## src/rtl/sat_counter_table.sv

```systemverilog
// sat_counter_table
//   Pattern history table of 2^INDEX_BITS saturating counters with two
//   combinational read ports and one update port. After reset or flush the
//   table re-initialises itself by walking every entry, one per cycle.
//
// Ports
//   clk        clock, all state changes on the rising edge
//   reset      asynchronous, active-high; restarts the init walk
//   flush      synchronous request to re-initialise the whole table
//   ready      high when the table is usable (READY state)
//   rd1_index  read port 1 index    -> rd1_count / rd1_taken (MSB of count)
//   rd2_index  read port 2 index    -> rd2_count / rd2_taken (MSB of count)
//   upd_valid  update strobe
//   upd_index  entry to update
//   upd_taken  resolved outcome: 1 = increment, 0 = decrement (saturating)
module sat_counter_table #(
  parameter int CTR_BITS   = 2,
  parameter int INDEX_BITS = 5,
  parameter int INIT_VALUE = 1,
  parameter bit BYPASS     = 1'b0
) (
  input  logic                  clk,
  input  logic                  reset,
  input  logic                  flush,
  output logic                  ready,
  input  logic [INDEX_BITS-1:0] rd1_index,
  output logic [CTR_BITS-1:0]   rd1_count,
  output logic                  rd1_taken,
  input  logic [INDEX_BITS-1:0] rd2_index,
  output logic [CTR_BITS-1:0]   rd2_count,
  output logic                  rd2_taken,
  input  logic                  upd_valid,
  input  logic [INDEX_BITS-1:0] upd_index,
  input  logic                  upd_taken
);

  localparam int                    DEPTH      = 1 << INDEX_BITS;
  localparam logic [CTR_BITS-1:0]   INIT_CTR   = CTR_BITS'(INIT_VALUE);
  localparam logic [CTR_BITS-1:0]   CTR_MAX    = {CTR_BITS{1'b1}};
  localparam logic [INDEX_BITS-1:0] LAST_INDEX = {INDEX_BITS{1'b1}};

  typedef enum logic {
    INIT  = 1'b0,
    READY = 1'b1
  } state_t;

  state_t                state_reg, state_next;
  logic [INDEX_BITS-1:0] init_ptr_reg, init_ptr_next;

  // Counter storage; deliberately not reset, the init walk clears it.
  logic [CTR_BITS-1:0]   table_mem [DEPTH];

  // ---------------------------------------------------------------------
  // Control FSM
  // ---------------------------------------------------------------------
  always_ff @(posedge clk or posedge reset) begin
    if (reset) begin
      state_reg    <= INIT;
      init_ptr_reg <= '0;
    end else begin
      state_reg    <= state_next;
      init_ptr_reg <= init_ptr_next;
    end
  end

  always_comb begin
    state_next    = state_reg;
    init_ptr_next = init_ptr_reg;
    case (state_reg)
      INIT: begin
        if (flush) begin
          init_ptr_next = '0;
        end else begin
          init_ptr_next = init_ptr_reg + INDEX_BITS'(1);
          // Last entry is written this cycle, so the table is usable next.
          if (init_ptr_reg == LAST_INDEX) begin
            state_next = READY;
          end
        end
      end
      READY: begin
        if (flush) begin
          state_next    = INIT;
          init_ptr_next = '0;
        end
      end
      default: begin
        state_next    = INIT;
        init_ptr_next = '0;
      end
    endcase
  end

  assign ready = (state_reg == READY);

  // ---------------------------------------------------------------------
  // Update path: flush takes priority and updates are ignored while walking
  // ---------------------------------------------------------------------
  logic                upd_en;
  logic [CTR_BITS-1:0] upd_old;
  logic [CTR_BITS-1:0] upd_new;

  assign upd_en  = (state_reg == READY) && upd_valid && !flush;
  assign upd_old = table_mem[upd_index];

  always_comb begin
    upd_new = upd_old;
    if (upd_taken) begin
      if (upd_old != CTR_MAX) begin
        upd_new = upd_old + CTR_BITS'(1);
      end
    end else begin
      if (upd_old != '0) begin
        upd_new = upd_old - CTR_BITS'(1);
      end
    end
  end

  always_ff @(posedge clk) begin
    if (state_reg == INIT) begin
      table_mem[init_ptr_reg] <= INIT_CTR;
    end else if (upd_en) begin
      table_mem[upd_index] <= upd_new;
    end
  end

  // ---------------------------------------------------------------------
  // Read ports
  // ---------------------------------------------------------------------
  logic [INDEX_BITS-1:0] rd_index [2];
  logic [CTR_BITS-1:0]   rd_count [2];

  assign rd_index[0] = rd1_index;
  assign rd_index[1] = rd2_index;

  for (genvar gi = 0; gi < 2; gi++) begin : g_rd
    logic hit;
    assign hit = BYPASS && upd_en && (rd_index[gi] == upd_index);
    // While walking, the array content is partly stale: report INIT_VALUE.
    assign rd_count[gi] = (state_reg == INIT) ? INIT_CTR :
                          hit                 ? upd_new  :
                                                table_mem[rd_index[gi]];
  end

  assign rd1_count = rd_count[0];
  assign rd1_taken = rd_count[0][CTR_BITS-1];
  assign rd2_count = rd_count[1];
  assign rd2_taken = rd_count[1][CTR_BITS-1];

endmodule

```

## config.mk

```make
export PLATFORM = sky130hd
export DESIGN_NAME = sat_counter_table
export DESIGN_NICKNAME = d
export VERILOG_FILES = /design/src/rtl/sat_counter_table.sv
export SDC_FILE = /design/constraint.sdc
export NUM_CORES = 1
export LEC_CHECK = 0
export ABC_AREA = 1
export CAP_MARGIN = 15
export CORE_MARGIN = 2
export CORE_UTILIZATION = 35
export CTS_CLUSTER_SIZE = 28
export DETAILED_ROUTE_END_ITERATION = 8
export PLACE_DENSITY = 0.56
export SLEW_MARGIN = 30
export SYNTH_ARGS = -nofsm -noshare
export SYNTH_HDL_FRONTEND = slang
export SYNTH_SLANG_ARGS = --single-unit
export TNS_END_PERCENT = 20
```

## constraint.sdc

```tcl
create_clock -name clk -period 2.3 [get_ports clk]
set_input_delay 0.345 -clock clk [delete_from_list [all_inputs] [get_ports clk]]
set_output_delay 0.345 -clock clk [all_outputs]
set_load 0.01 [all_outputs]
```

# Word-level counts from Yosys, hierarchy flattened
# Memories as Yosys holds them, arrays and structs flattened.
# Cells that the tools add are included.
totals:
  output_inout_bits: 7
  wordCells: 34
  mem_count: 1
  ff_bits: 6
  ram_bits: 64
  inputBits: 20
memory_table:
  columns: ["name", "words", "word_bits", "rd", "rd_ports_with_merged_regs", "write_ports", "line_no", "source"]
  rows:
  - ["table_mem", 32, 2, 3, 0, 1, "51", "logic [CTR_BITS-1:0] table_mem [DEPTH];"]
op_classes:
  n_reduce_logical: 5
  n_eq_ne: 3
  n_bitwise: 1
  add_sub_neg: 3
  mux: 19
op_table:
  columns: ["op", "n"]
  rows:
  - ["$mux W5", 3]
  - ["$mux W2", 6]
  - ["$pmux W5 S2", 1]
  - ["$mux W1", 8]
  - ["$add A5 B1 Y5 const B", 1]
  - ["$eq A5 B5 Y1 const B", 1]
  - ["$ne A2 B2 Y1 const B", 2]
  - ["$add A2 B1 Y2 const B", 1]
  - ["$logic_and A1 B1 Y1", 2]
  - ["$pmux W1 S2", 1]
  - ["$reduce_bool A2 Y1", 1]
  - ["$reduce_or A2 Y1", 1]
  - ["$sub A2 B1 Y2 const B", 1]
  - ["$logic_not A1 Y1", 1]
  - ["$not A1 Y1", 1]

# Logic depth before layout (Yosys ltp)
depth:
  depth_word: 7
  mapped_depth: 13
  mapped_depth_nobuf: 11

# Worst setup path before layout
# OpenSTA, ideal clock, no wires.
synth_timing:
  kind: "input-to-reg"
  startpoint: "in upd_index[0]"
  endpoint: "mem table_mem[0][1] (data pin)"
  setup_slack_ps: -95
  setup_ps: 352
  n_path_buf: 2
  cell_stages: 13
  arrival_time_ps: 2043
  t_required_ps: 1948
  path_cell_list: "buf_2 -> inv_2 -> buf_2 -> nand2_1 -> nand3_1 -> nand3_1 -> nand2_1 -> nand2_1 -> nand3_1 -> nand2_1 -> nand2_1 -> nand2_1 -> nor2_1"
synth_between:
  elab_chain_cells: 5
  word_cells_on_any_way: 9
  classes_between: "add/sub: 2; eq/ne: 1; mux: 4; reduce/logical: 1; memory: 1"
synth_lines:
  columns: ["element", "line_no", "source"]
  rows:
  - ["from (decl)", "33", "input logic [INDEX_BITS-1:0] upd_index,"]
  - ["$mem_v2 Z32 W2 *", null, null]
  - ["$sub A2 B1 Y2 (tied with other cells)", "114", "upd_new = upd_old - CTR_BITS'(1);"]
  - ["$mux W2, on equally long branches", "113, 109", null]
  - ["$mux W2 *", "108", "if (upd_taken) begin"]
  - ["$mux W2 (no source line) *", null, null]
  - ["to (decl)", "51", null]
# Mark *: on every way between the ends. The rest lies on a longest branch, timed or not.

# Worst setup path after layout
layout_timing:
  startpoint: "in upd_index[0]"
  endpoint: "mem table_mem[12][0] (data pin)"
# Same word-level chain as after synthesis.

==> impl_metrics.py <==
metrics = {
    "floorplanning": {
        "die_h_um": 116,
        "die_w_um": 116,
        "rows": 40,
        "start_util_pct": 36.3,
        "fp.dieArea_mm2": 0.0135,
        "io_pins": 27,
        "core_mm2": 0.0121,
    },
    "synthesis": {
        "synth_top_area_cell": "edfxtp_1",
        "synth-seq-cells": 70,
        "synthTopCellsByArea": "edfxtp_1 44%, nand2_1 11%, nand3_1 9.8%",
        "synth.avg_cell_area_um2": 7.72,
        "ys_types": 26,
        "yosysTopAreaCellShare_pct": 43.8,
        "synth_mux_area_share_pct": 0,
        "synth_area_mm2": 0.00439,
        "synth_top_family_by_area": "simple AND/OR/NAND/NOR gates",
        "syn_inst": 569,
        "synthSimpleGateAreaFrac_pct": 28.4,
        "syn-num-nets": 591,
        "synthAdderAreaFrac_pct": 0.570,
        "yosysSeqAreaShare_pct": 47.2,
        "yosysWarnings": 0,
        "synth_compound_area_share_pct": 16.2,
        "synthXorXnorAreaFrac_pct": 0,
    },
    "global_routing": {
        "antenna_found_initial": 0,
        "grt_max_degree": 33,
        "grtUsageTotal_pct": 21.9,
        "grt_pass1_vias": 4144,
        "grt_pass1_wl_mm": 22.2,
        "overflow": 0,
    },
    "routing": {
        "drc": 0,
        "totalWireLength_mm": 14.1,
        "vias": 4333,
        "wl_met2_mm": 6.57,
        "drtPass1Iterations": 5,
        "ant_nets": 0,
        "wl_met1_mm": 6.07,
        "viasPerCell": 5.43,
        "top_layer_used": "met4",
        "dr_wl_met3_mm": 1.22,
        "post_drt_wl_per_cell_um": 17.7,
        "drt_iter0_markers": 449,
    },
    "timing": {
        "finalClockSkew_ns": 0.00989,
        "hold_viol": 0,
        "rsz0062_at_grt": "no",
        "finalCritPeriodShare_pct": 94.0,
        "tightest_slew_ns": 0.317,
        "min_period_ns": 2.16,
        "setup_violations": 0,
        "fmax_mhz": 463,
        "final_max_slew_viol_count": 0,
        "max_slew_margin_pct": 78.6,
        "setup_ws_ns": 0.138,
    },
    "pwr": {
        "ir_worst_vdd_mv": 0.273,
        "p_leak_nw": 2.28,
        "powerDensity_mw_per_mm2": 615,
        "total_power_w": 0.00344,
    },
    "worst_setup_path": {
        "crit_slowest_cell": "clkdlybuf4s50_1",
        "critical_path.cell_chain": "clkdlybuf4s50_1 > buf_4 > nand2_1 > nand3_1 > nand3_1 > nand2_1 > nand2_1 > nand3_1 > nand2_1 > a21oi_1 > nand2_1 > buf_12",
        "required_ns": 2.37,
        "slowest_delay_ns": 0.58,
        "critical_path_class": "in -> reg",
        "critPathTopFamily": "buffers and inverters",
        "cp_common_cell": "nand2_1",
        "crit_path_start_kind": "primary input",
        "path_max_fanout": 32,
        "critPathCaptureType": "flop",
        "arrival_ns": 2.23,
        "cp_num_buf_inv": 3,
    },
    "place": {
        "port_buffers": 26,
        "dp.final_hpwl_mm": 10.4,
        "gp_congestion": 0.941,
        "pre_cts_ws_ns": -0.453,
        "place_area_mm2": 0.00517,
    },
    "cells_and_area": {
        "largest_reg_flops": 64,
        "synthToLayoutAreaGrowth_pct": 27.4,
        "num_antenna_cells": 0,
        "num-nets-final": 647,
        "final_cell_mix": "127 x nand2_1, 85 x nand3_1, 73 x nor2_1, 64 x edfxtp_1, 58 x o21ai_0",
        "final_common_cell": "nand2_1",
        "final_util_pct": 46.2,
        "fin_area_mm2": 0.00560,
        "drive_above_1_share_pct": 14.4,
    },
    "cts": {
        "clkTransAtPathRegs_ns": 0.06,
        "htree_levels": 3,
        "clockRootBuffer": "clkbuf_16",
        "insertion_delay_ns": 0.33,
        "cts_made_buffers": 9,
        "cts_tree": "yes",
        "clockBufferDepth": 2,
        "clock-sinks": 70,
    },
    "min_path": {
        "hp-class": "in -> async",
    },
    "run": {
        "cap_violations": 0,
    },
    "run_status": {
        "status": "complete, no violations",
    },
}
-- area by class of cell --
| class | count | area, µm² |
|---|---|---|
| Inverter | 46 | 173 |
| Tap cell | 168 | 210 |
| Fill cell | 1193 | 6520 |
| Timing Repair Buffer | 78 | 805 |
| Sequential cell | 70 | 2070 |
| Clock inverter | 7 | 113 |
| Multi-Input combinational cell | 420 | 2000 |
| Clock buffer | 9 | 225 |
-- repair_timing --
action / 4_1_cts / 5_1_grt
resized for setup: 25 / 7
gates cloned: 2 / 0
setup buffers: 3 / 0
hold buffers: 0 / 0
endpoints found under the setup margin: 6 / 6
pin swaps: 3 / 0
-- worst paths after layout --
kind                            startpoint               end  slack [ns]  cells after the start
max                           upd_index[0]  table_mem[12][0]        0.14                     12
min                                  reset   init_ptr_reg[4]        0.23                      2
max reg2reg                          ready   table_mem[9][1]        0.43                      9
min reg2reg                init_ptr_reg[4]   init_ptr_reg[4]        0.60                      2
max in group asynchronous            reset   init_ptr_reg[2]        1.87                      2
min in group clk           init_ptr_reg[4]   init_ptr_reg[4]        0.60                      2
-- cell usage after synthesis --
| library cell | n |
|---|---|
| clkinv_1 | 3 |
| clkbuf_1 | 14 |
| o221ai_1 | 14 |
| o21ai_0 | 60 |
| nand3_1 | 86 |
| nor2_4 | 1 |
| o21ai_2 | 4 |
| inv_2 | 4 |
| buf_6 | 1 |
| buf_4 | 3 |
| nand2_4 | 1 |
| a21oi_1 | 31 |
| nor2_1 | 75 |
| inv_1 | 39 |
| nand4_1 | 1 |
| nor2_2 | 3 |
| o21bai_1 | 1 |
| dfrtp_1 | 6 |
| o21a_1 | 1 |
| nand2_1 | 127 |
| ha_1 | 2 |
| nor3_1 | 1 |
| nand3b_1 | 1 |
| buf_2 | 15 |
| edfxtp_1 | 64 |
| o211ai_1 | 11 |
-- metrics by stage --
stage	hold WS (ns)	setup TNS [ns]	instances
floorplan	0.136	0	569
global placement	0.577	-10.82	777
detailed placement	0.586	-12.64	777
CTS	0.226	-0.00671	798
global route	0.256	0	798
finish	0.225	0	798
-- logic make-up after synthesis --
kind of cell / after synthesis
AOI/OAI and AO/OA: 122
adders and majority gates: 2
buffers and inverters: 79
DFF: 70
and+or+nand+nor: 296
-- per-layer routing --
layer / global-route usage, % / vias up
li1: - / 2070
met1: 29.6 / 2039
met2: 34.9 / 203
met3: 5.23 / 21
met4: 7.06 / 0
met5: 0 / -
-- power by group --
part	switching [W]	internal, W
logic	0.000275	0.000206
clock network	0.000514	0.00105
registers	0.0000100	0.00138
total	0.000799	0.00264
(Power assumes the default switching activity.)
